File: config.mk
export PLATFORM = sky130hd
export DESIGN_NAME = serial_tx_flat
export DESIGN_NICKNAME = d
export VERILOG_FILES = /design/src/rtl/serial_pkg.sv /design/src/rtl/serial_tx_if.sv /design/src/rtl/serial_tx_timer.sv /design/src/rtl/serial_tx.sv /design/src/flat_wrapper.sv
export SDC_FILE = /design/constraint.sdc
export NUM_CORES = 1
export LEC_CHECK = 0
export CORE_ASPECT_RATIO = 1.5
export CORE_MARGIN = 2
export CORE_UTILIZATION = 54
export CTS_CLUSTER_DIAMETER = 50
export DETAILED_ROUTE_END_ITERATION = 12
export PLACE_DENSITY_LB_ADDON = 0.15
export SYNTH_ARGS = -nofsm -noshare
export SYNTH_HDL_FRONTEND = slang
export SYNTH_SLANG_ARGS = --single-unit
File: constraint.sdc
create_clock -name clk -period 13.5 [get_ports clk]
set_input_delay 2.7 -clock clk [delete_from_list [all_inputs] [get_ports clk]]
set_output_delay 2.7 -clock clk [all_outputs]
set_load 0.005 [all_outputs]
File: src/rtl/serial_pkg.sv
// Shared definitions for the pulse-width-coded serial link (serial_tx / serial_rx).
// Holds the FSM state encoding, the default counter width and the width clamp rule.
package serial_pkg;

    localparam int CNT_W_DEFAULT = 32;
    localparam int WIDTH_MAX     = 64;

    typedef enum logic [1:0] {
        S_IDLE  = 2'd0,
        S_MARK  = 2'd1,
        S_SPACE = 2'd2,
        S_FIN   = 2'd3
    } state_e;

    // A programmed pulse width of zero behaves as a single-cycle pulse on both ends of the link.
    function automatic logic [WIDTH_MAX-1:0] clamp_width(input logic [WIDTH_MAX-1:0] w);
        return (w == '0) ? WIDTH_MAX'(1) : w;
    endfunction

endpackage

File: src/rtl/serial_tx_if.sv
// Request/line bundle between a serial_tx client (master) and the transmitter (slave).
interface serial_tx_if
    import serial_pkg::*;
#(
    parameter int DATA_W = 256,
    parameter int CNT_W  = CNT_W_DEFAULT
);
    logic              start;
    logic [DATA_W-1:0] data;
    logic [7:0]        nbits;
    logic [CNT_W-1:0]  n0;
    logic [CNT_W-1:0]  n1;
    logic              a;
    logic              busy;
    logic              done;

    modport master (output start, data, nbits, n0, n1, input a, busy, done);
    modport slave  (input start, data, nbits, n0, n1, output a, busy, done);
endinterface

File: src/rtl/serial_tx_timer.sv
// Loadable down-counter timing the MARK and SPACE phases; last_o flags the final cycle of a phase.
module serial_tx_timer
    import serial_pkg::*;
#(
    parameter int CNT_W = CNT_W_DEFAULT
) (
    input  logic             clk,
    input  logic             rst,
    input  logic             load_i,
    input  logic [CNT_W-1:0] load_val_i,
    output logic             last_o
);
    logic [CNT_W-1:0] cnt_q, cnt_d;

    // NOTE: next-state logic defaults to the held value first so no latch is inferred.
    always_comb begin
        cnt_d = cnt_q;
        if (load_i) begin
            cnt_d = load_val_i;
        end else if (cnt_q != '0) begin
            cnt_d = cnt_q - CNT_W'(1);
        end
    end

    always_ff @(posedge clk) begin
        if (rst) begin
            cnt_q <= '0;
        end else begin
            cnt_q <= cnt_d;
        end
    end

    assign last_o = (cnt_q == CNT_W'(1));
endmodule

File: src/rtl/serial_tx.sv
// Pulse-width-coded serial transmitter: sends nbits of data MSB-first as mark pulses plus low gaps.
// Define SERIAL_TX_PARITY_EN to append an even-parity mark after the last data bit.
module serial_tx
    import serial_pkg::*;
#(
    parameter int DATA_W     = 256,
    parameter int GAP_CYCLES = 1,
    parameter int CNT_W      = CNT_W_DEFAULT
) (
    input logic        clk,
    input logic        rst,
    serial_tx_if.slave bus
);
    localparam logic [CNT_W-1:0] GAP_W = CNT_W'(GAP_CYCLES);

    state_e            state_q;
    logic              a_q, busy_q, done_q;
    logic [7:0]        idx_q, idx_dec, start_idx;
    logic [DATA_W-1:0] data_q;
    logic [CNT_W-1:0]  n0_q, n1_q, n0_c, n1_c;
    logic              start_bit, next_bit;
    logic              tmr_load, tmr_last;
    logic [CNT_W-1:0]  tmr_val;
`ifdef SERIAL_TX_PARITY_EN
    logic              par_q, par_sent_q;
`endif

    assign n0_c      = CNT_W'(clamp_width(WIDTH_MAX'(bus.n0)));
    assign n1_c      = CNT_W'(clamp_width(WIDTH_MAX'(bus.n1)));
    assign start_idx = bus.nbits - 8'd1;
    assign idx_dec   = idx_q - 8'd1;
    assign start_bit = bus.data[start_idx];
    assign next_bit  = data_q[idx_dec];

    // Timer reload happens on the same edge the FSM enters a new phase.
    always_comb begin
        tmr_load = 1'b0;
        tmr_val  = '0;
        unique case (state_q)
            S_IDLE: begin
                if (bus.start && bus.nbits != '0) begin
                    tmr_load = 1'b1;
                    tmr_val  = start_bit ? n1_c : n0_c;
                end
            end
            S_MARK: begin
                if (tmr_last) begin
                    tmr_load = 1'b1;
                    tmr_val  = GAP_W;
                end
            end
            S_SPACE: begin
                if (tmr_last) begin
                    if (idx_q != '0) begin
                        tmr_load = 1'b1;
                        tmr_val  = next_bit ? n1_q : n0_q;
                    end
`ifdef SERIAL_TX_PARITY_EN
                    else if (!par_sent_q) begin
                        tmr_load = 1'b1;
                        tmr_val  = par_q ? n1_q : n0_q;
                    end
`endif
                end
            end
            default: ;
        endcase
    end

    serial_tx_timer #(.CNT_W(CNT_W)) u_timer (
        .clk       (clk),
        .rst       (rst),
        .load_i    (tmr_load),
        .load_val_i(tmr_val),
        .last_o    (tmr_last)
    );

    // NOTE: shadow registers are always written before they are read, so they carry no reset.
    always_ff @(posedge clk) begin
        if (state_q == S_IDLE && bus.start) begin
            data_q <= bus.data;
            n0_q   <= n0_c;
            n1_q   <= n1_c;
        end
    end

    always_ff @(posedge clk) begin
        if (rst) begin
            state_q    <= S_IDLE;
            a_q        <= 1'b0;
            busy_q     <= 1'b0;
            done_q     <= 1'b0;
            idx_q      <= '0;
`ifdef SERIAL_TX_PARITY_EN
            par_q      <= 1'b0;
            par_sent_q <= 1'b0;
`endif
        end else begin
            unique case (state_q)
                S_IDLE: begin
                    a_q    <= 1'b0;
                    busy_q <= 1'b0;
                    done_q <= 1'b0;
                    if (bus.start) begin
                        if (bus.nbits == '0) begin
                            state_q <= S_FIN;
                            done_q  <= 1'b1;
                        end else begin
                            idx_q      <= start_idx;
                            state_q    <= S_MARK;
                            a_q        <= 1'b1;
                            busy_q     <= 1'b1;
`ifdef SERIAL_TX_PARITY_EN
                            par_q      <= start_bit;
                            par_sent_q <= 1'b0;
`endif
                        end
                    end
                end
                S_MARK: begin
                    if (tmr_last) begin
                        state_q <= S_SPACE;
                        a_q     <= 1'b0;
                    end
                end
                S_SPACE: begin
                    if (tmr_last) begin
                        if (idx_q != '0) begin
                            idx_q   <= idx_dec;
                            state_q <= S_MARK;
                            a_q     <= 1'b1;
`ifdef SERIAL_TX_PARITY_EN
                            par_q   <= par_q ^ next_bit;
`endif
                        end
`ifdef SERIAL_TX_PARITY_EN
                        else if (!par_sent_q) begin
                            par_sent_q <= 1'b1;
                            state_q    <= S_MARK;
                            a_q        <= 1'b1;
                        end
`endif
                        else begin
                            state_q <= S_FIN;
                            busy_q  <= 1'b0;
                            done_q  <= 1'b1;
                        end
                    end
                end
                S_FIN: begin
                    done_q  <= 1'b0;
                    state_q <= S_IDLE;
                end
                default: state_q <= S_IDLE;
            endcase
        end
    end

    assign bus.a    = a_q;
    assign bus.busy = busy_q;
    assign bus.done = done_q;
endmodule

File: src/flat_wrapper.sv
// flat-port wrapper written by rule: the top's interface ports become plain ports
module serial_tx_flat import serial_pkg::*;
#(
    parameter int DATA_W     = 256,
    parameter int GAP_CYCLES = 1,
    parameter int CNT_W      = CNT_W_DEFAULT
)
  (clk, rst, bus_start, bus_data, bus_nbits, bus_n0, bus_n1, bus_a, bus_busy, bus_done);
  serial_tx_if #(.DATA_W(DATA_W), .CNT_W(CNT_W)) bus_i ();
  input logic clk;
  input logic rst;
  input wire logic [$bits(bus_i.start)-1:0] bus_start;
  input wire logic [$bits(bus_i.data)-1:0] bus_data;
  input wire logic [$bits(bus_i.nbits)-1:0] bus_nbits;
  input wire logic [$bits(bus_i.n0)-1:0] bus_n0;
  input wire logic [$bits(bus_i.n1)-1:0] bus_n1;
  output wire logic [$bits(bus_i.a)-1:0] bus_a;
  output wire logic [$bits(bus_i.busy)-1:0] bus_busy;
  output wire logic [$bits(bus_i.done)-1:0] bus_done;
  assign bus_i.start = bus_start;
  assign bus_i.data = bus_data;
  assign bus_i.nbits = bus_nbits;
  assign bus_i.n0 = bus_n0;
  assign bus_i.n1 = bus_n1;
  assign bus_a = bus_i.a;
  assign bus_busy = bus_i.busy;
  assign bus_done = bus_i.done;
  serial_tx #(.DATA_W(DATA_W), .GAP_CYCLES(GAP_CYCLES), .CNT_W(CNT_W)) u_core (.clk(clk), .rst(rst), .bus(bus_i));
endmodule
==> flow_summary.json <==
{
  "post_cts_buffers": 0,
  "crit_arrival_ps": 8170,
  "holdPathStages": 2,
  "finalNetCount": 2003,
  "total_power_mw": 5.43,
  "routabilityCongestion": 0.937,
  "grt_max_degree": 191,
  "start_util": 0.546,
  "hold_buffers": 0,
  "cts_made_buffers": 39,
  "min_period_ps": 7730,
  "fin_crit_sh": 0.573,
  "yosys_warnings": 0,
  "maxSlewHeadroom": 0.124,
  "critPathCaptureType": "register",
  "ant_nets": 0,
  "leakage_nw": 8.11,
  "path_class": "input pin to register",
  "place_inst": 2095,
  "synth_cell_types": 82,
  "wl_per_cell_um": 25.8,
  "syn-instance-count": 1423,
  "pre_cts_slack_ps": 5190,
  "tightestPinTransition_ps": 1310,
  "internal-power_mw": 3.31,
  "critPathLaunchType": "input pin",
  "wl_mm": 56.0,
  "finalNonFillerCells": 2168,
  "async_flop_share": 0,
  "powerDensity_nw_per_um2": 228,
  "status": "finished clean",
  "ys.flop_type": "edfxtp_1",
  "routed-via-count": 13800,
  "io_pins": 334,
  "area_delta_synth_final_pct": 25.1,
  "irDropWorstVdd_uv": 229,
  "grt_pass1_wl_mm": 81.7,
  "n_fill_cell": 2595,
  "fin_area_um2": 23800,
  "cts.clk_slew.worst_paths_ps": 60,
  "die_x_um": 157,
  "syn_area_um2": 19100,
  "synth.avg_cell_area_um2": 13.4,
  "drc": 0,
  "gr-total-overflow": 0,
  "finalMaxSlewViolations": 0,
  "ff2ff_path_depth": 13,
  "crit_required_ps": 13940,
  "rsz0062_at_grt": "false",
  "synth-edff-count": 320,
  "drtPass1Iterations": 7,
  "hold_viol": 0,
  "drt_iter0_drc": 1340,
  "place_area_um2": 22500,
  "drive_gt1_frac": 0.149,
  "fin_hold_ws_ps": 497,
  "first_global_vias": 13900,
  "pwr-share-comb": 0.488,
  "pwr-share-clk": 0.205,
  "rows": 84,
  "p_seq_frac": 0.307,
  "max_cap_viol_count": 0,
  "via_per_inst": 6.37,
  "synth-seq-cells": 365,
  "track_usage": 0.301,
  "yosysSeqAreaShare": 0.551,
  "tns_ps": 0,
  "timing.fmax_mhz": 129,
  "clkSinkCount": 365,
  "path_max_fanout": 33,
  "die_area_um2": 36900,
  "swShare": 0.390,
  "max-clock-path-buffers": 3,
  "cts-resized-gates": 0,
  "antenna_found_initial": 6,
  "hpwl_mm": 40.1,
  "finalSetupViolCount": 0,
  "cts_root_buf": "clkbuf_16",
  "clk_latency_ps": 550,
  "core_um2": 34900,
  "synth_nets": 1763,
  "fin_util": 0.683,
  "p_switching_mw": 2.12,
  "htree_levels": 2,
  "fin_worst_skew_ps": 21.0,
  "portBuffers": 333,
  "cts_tree": "yes",
  "layout_setup_ws_ps": 5770,
  "die_h_um": 234,
  "min_path_type": "register to register"
}
routing by layer:
layer / routed length [um] / GRT usage
met5: 69 / 0
met4: 3070 / 0.156
met3: 4610 / 0.0540
met2: 29900 / 0.550
met1: 18300 / 0.332
kinds of logic after synthesis:
group / count (synthesis) / share of synthesized area
mux: 216 / 0.191
flops: 365 / 0.551
compound gates: 260 / 0.0958
xor+xnor: 41 / 0.0200
fa+ha+maj: 9 / 0.00591
simple gates: 365 / 0.0960
buf+inv: 167 / 0.0401
registers in the layout, indices dropped and copies added, names as in the netlist, 2 cells and up:
| signal | flops |
|---|---|
| u_core.data_q | 256 |
| u_core.n0_q | 32 |
| u_core.n1_q | 32 |
| u_core.u_timer.cnt_q | 32 |
| u_core.idx_q | 8 |
| u_core.state_q | 2 |
synth_stat cells (9+ instances only):
library cell | count | share of area
a211oi_1 | 27 | 0.011
a21oi_1 | 58 | 0.015
a221oi_1 | 18 | 0.0083
a311oi_1 | 13 | 0.0060
a31oi_1 | 31 | 0.010
and2_1 | 10 | 0.0033
and3_1 | 9 | 0.0030
buf_2 | 22 | 0.0058
buf_4 | 13 | 0.0051
clkbuf_1 | 107 | 0.021
dfxtp_1 | 45 | 0.047
edfxtp_1 | 320 | 0.50
ha_1 | 9 | 0.0059
inv_1 | 12 | 0.0024
mux2_2 | 24 | 0.014
mux2i_1 | 71 | 0.037
mux4_2 | 115 | 0.14
nand2_1 | 113 | 0.022
nand2b_1 | 10 | 0.0033
nand3_1 | 21 | 0.0055
nor2_1 | 88 | 0.017
nor2b_1 | 9 | 0.0030
nor3_1 | 23 | 0.0060
nor4_1 | 28 | 0.0092
o21ai_0 | 26 | 0.0068
o22ai_1 | 15 | 0.0049
xnor2_1 | 14 | 0.0064
xor2_1 | 24 | 0.011
area by class of cell:
type	count	area, um^2	area share
flip-flops and latches	365	10500	0.441
multi-input cells	891	7860	0.330
repair buffers	352	3490	0.146
clock buffers	45	1030	0.0432
well taps	473	592	0.0248
clock inverters	27	303	0.0127
inverters	14	52.6	0.00220
diodes	1	2.50	0.000105
power groups by stage:
stage	clock, mW	combinational [mW]	sequential, mW
final	1.11	2.65	1.67
after global routing	1.16	2.82	1.69
after CTS	1.12	2.65	1.67
after detailed placement	0	2.64	1.69
after global placement	0	2.61	1.67
after floorplan	0	1.98	1.73
final timing paths:
kind | slack [ps] | to | start
setup / recovery | 5770 | u_core.u_timer.cnt_q[25]$_SDFFE_PP0P_ | bus_nbits[0]
hold / removal | 500 | u_core.u_timer.cnt_q[18]$_SDFFE_PP0P_ | u_core.n0_q[18]$_DFFE_PP_
setup reg to reg | 8250 | u_core.u_timer.cnt_q[11]$_SDFFE_PP0P_ | u_core.idx_q[0]$_SDFFE_PP0P_
hold reg to reg | 500 | u_core.u_timer.cnt_q[18]$_SDFFE_PP0P_ | u_core.n0_q[18]$_DFFE_PP_
layout by cell type (no fill, tap or decap), types with 9 or more instances in the layout:
cell type | Yosys | layout
a211oi_1 | 27 | 27
a21oi_1 | 58 | 58
a221oi_1 | 18 | 18
a311oi_1 | 13 | 13
a31oi_1 | 31 | 31
and2_1 | 10 | 9
and3_1 | 9 | 9
buf_4 | 13 | 19
clkbuf_16 | 0 | 40
clkdlybuf4s50_1 | 0 | 332
dfxtp_1 | 45 | 44
edfxtp_1 | 320 | 320
inv_1 | 12 | 12
mux2_2 | 24 | 24
mux2i_1 | 71 | 71
mux4_2 | 115 | 115
nand2_1 | 113 | 113
nand2b_1 | 10 | 10
nand3_1 | 21 | 21
nor2_1 | 88 | 87
nor2b_1 | 9 | 9
nor3_1 | 23 | 23
nor4_1 | 28 | 28
o21ai_0 | 26 | 26
o22ai_1 | 15 | 15
xnor2_1 | 14 | 12
xor2_1 | 24 | 24
critical path, cell delays in order:
cell and delay, ps:
buf_4 480, inv_2 290, ha_1 430, xor2_4 570
buf_4 560, mux4_2 560, and2_1 170, o311a_1 340
a22oi_1 330, nand3_1 920, a21oi_1 410, a31oi_1 70
a221oi_1 310
Power figures use the tool's default switching activity.
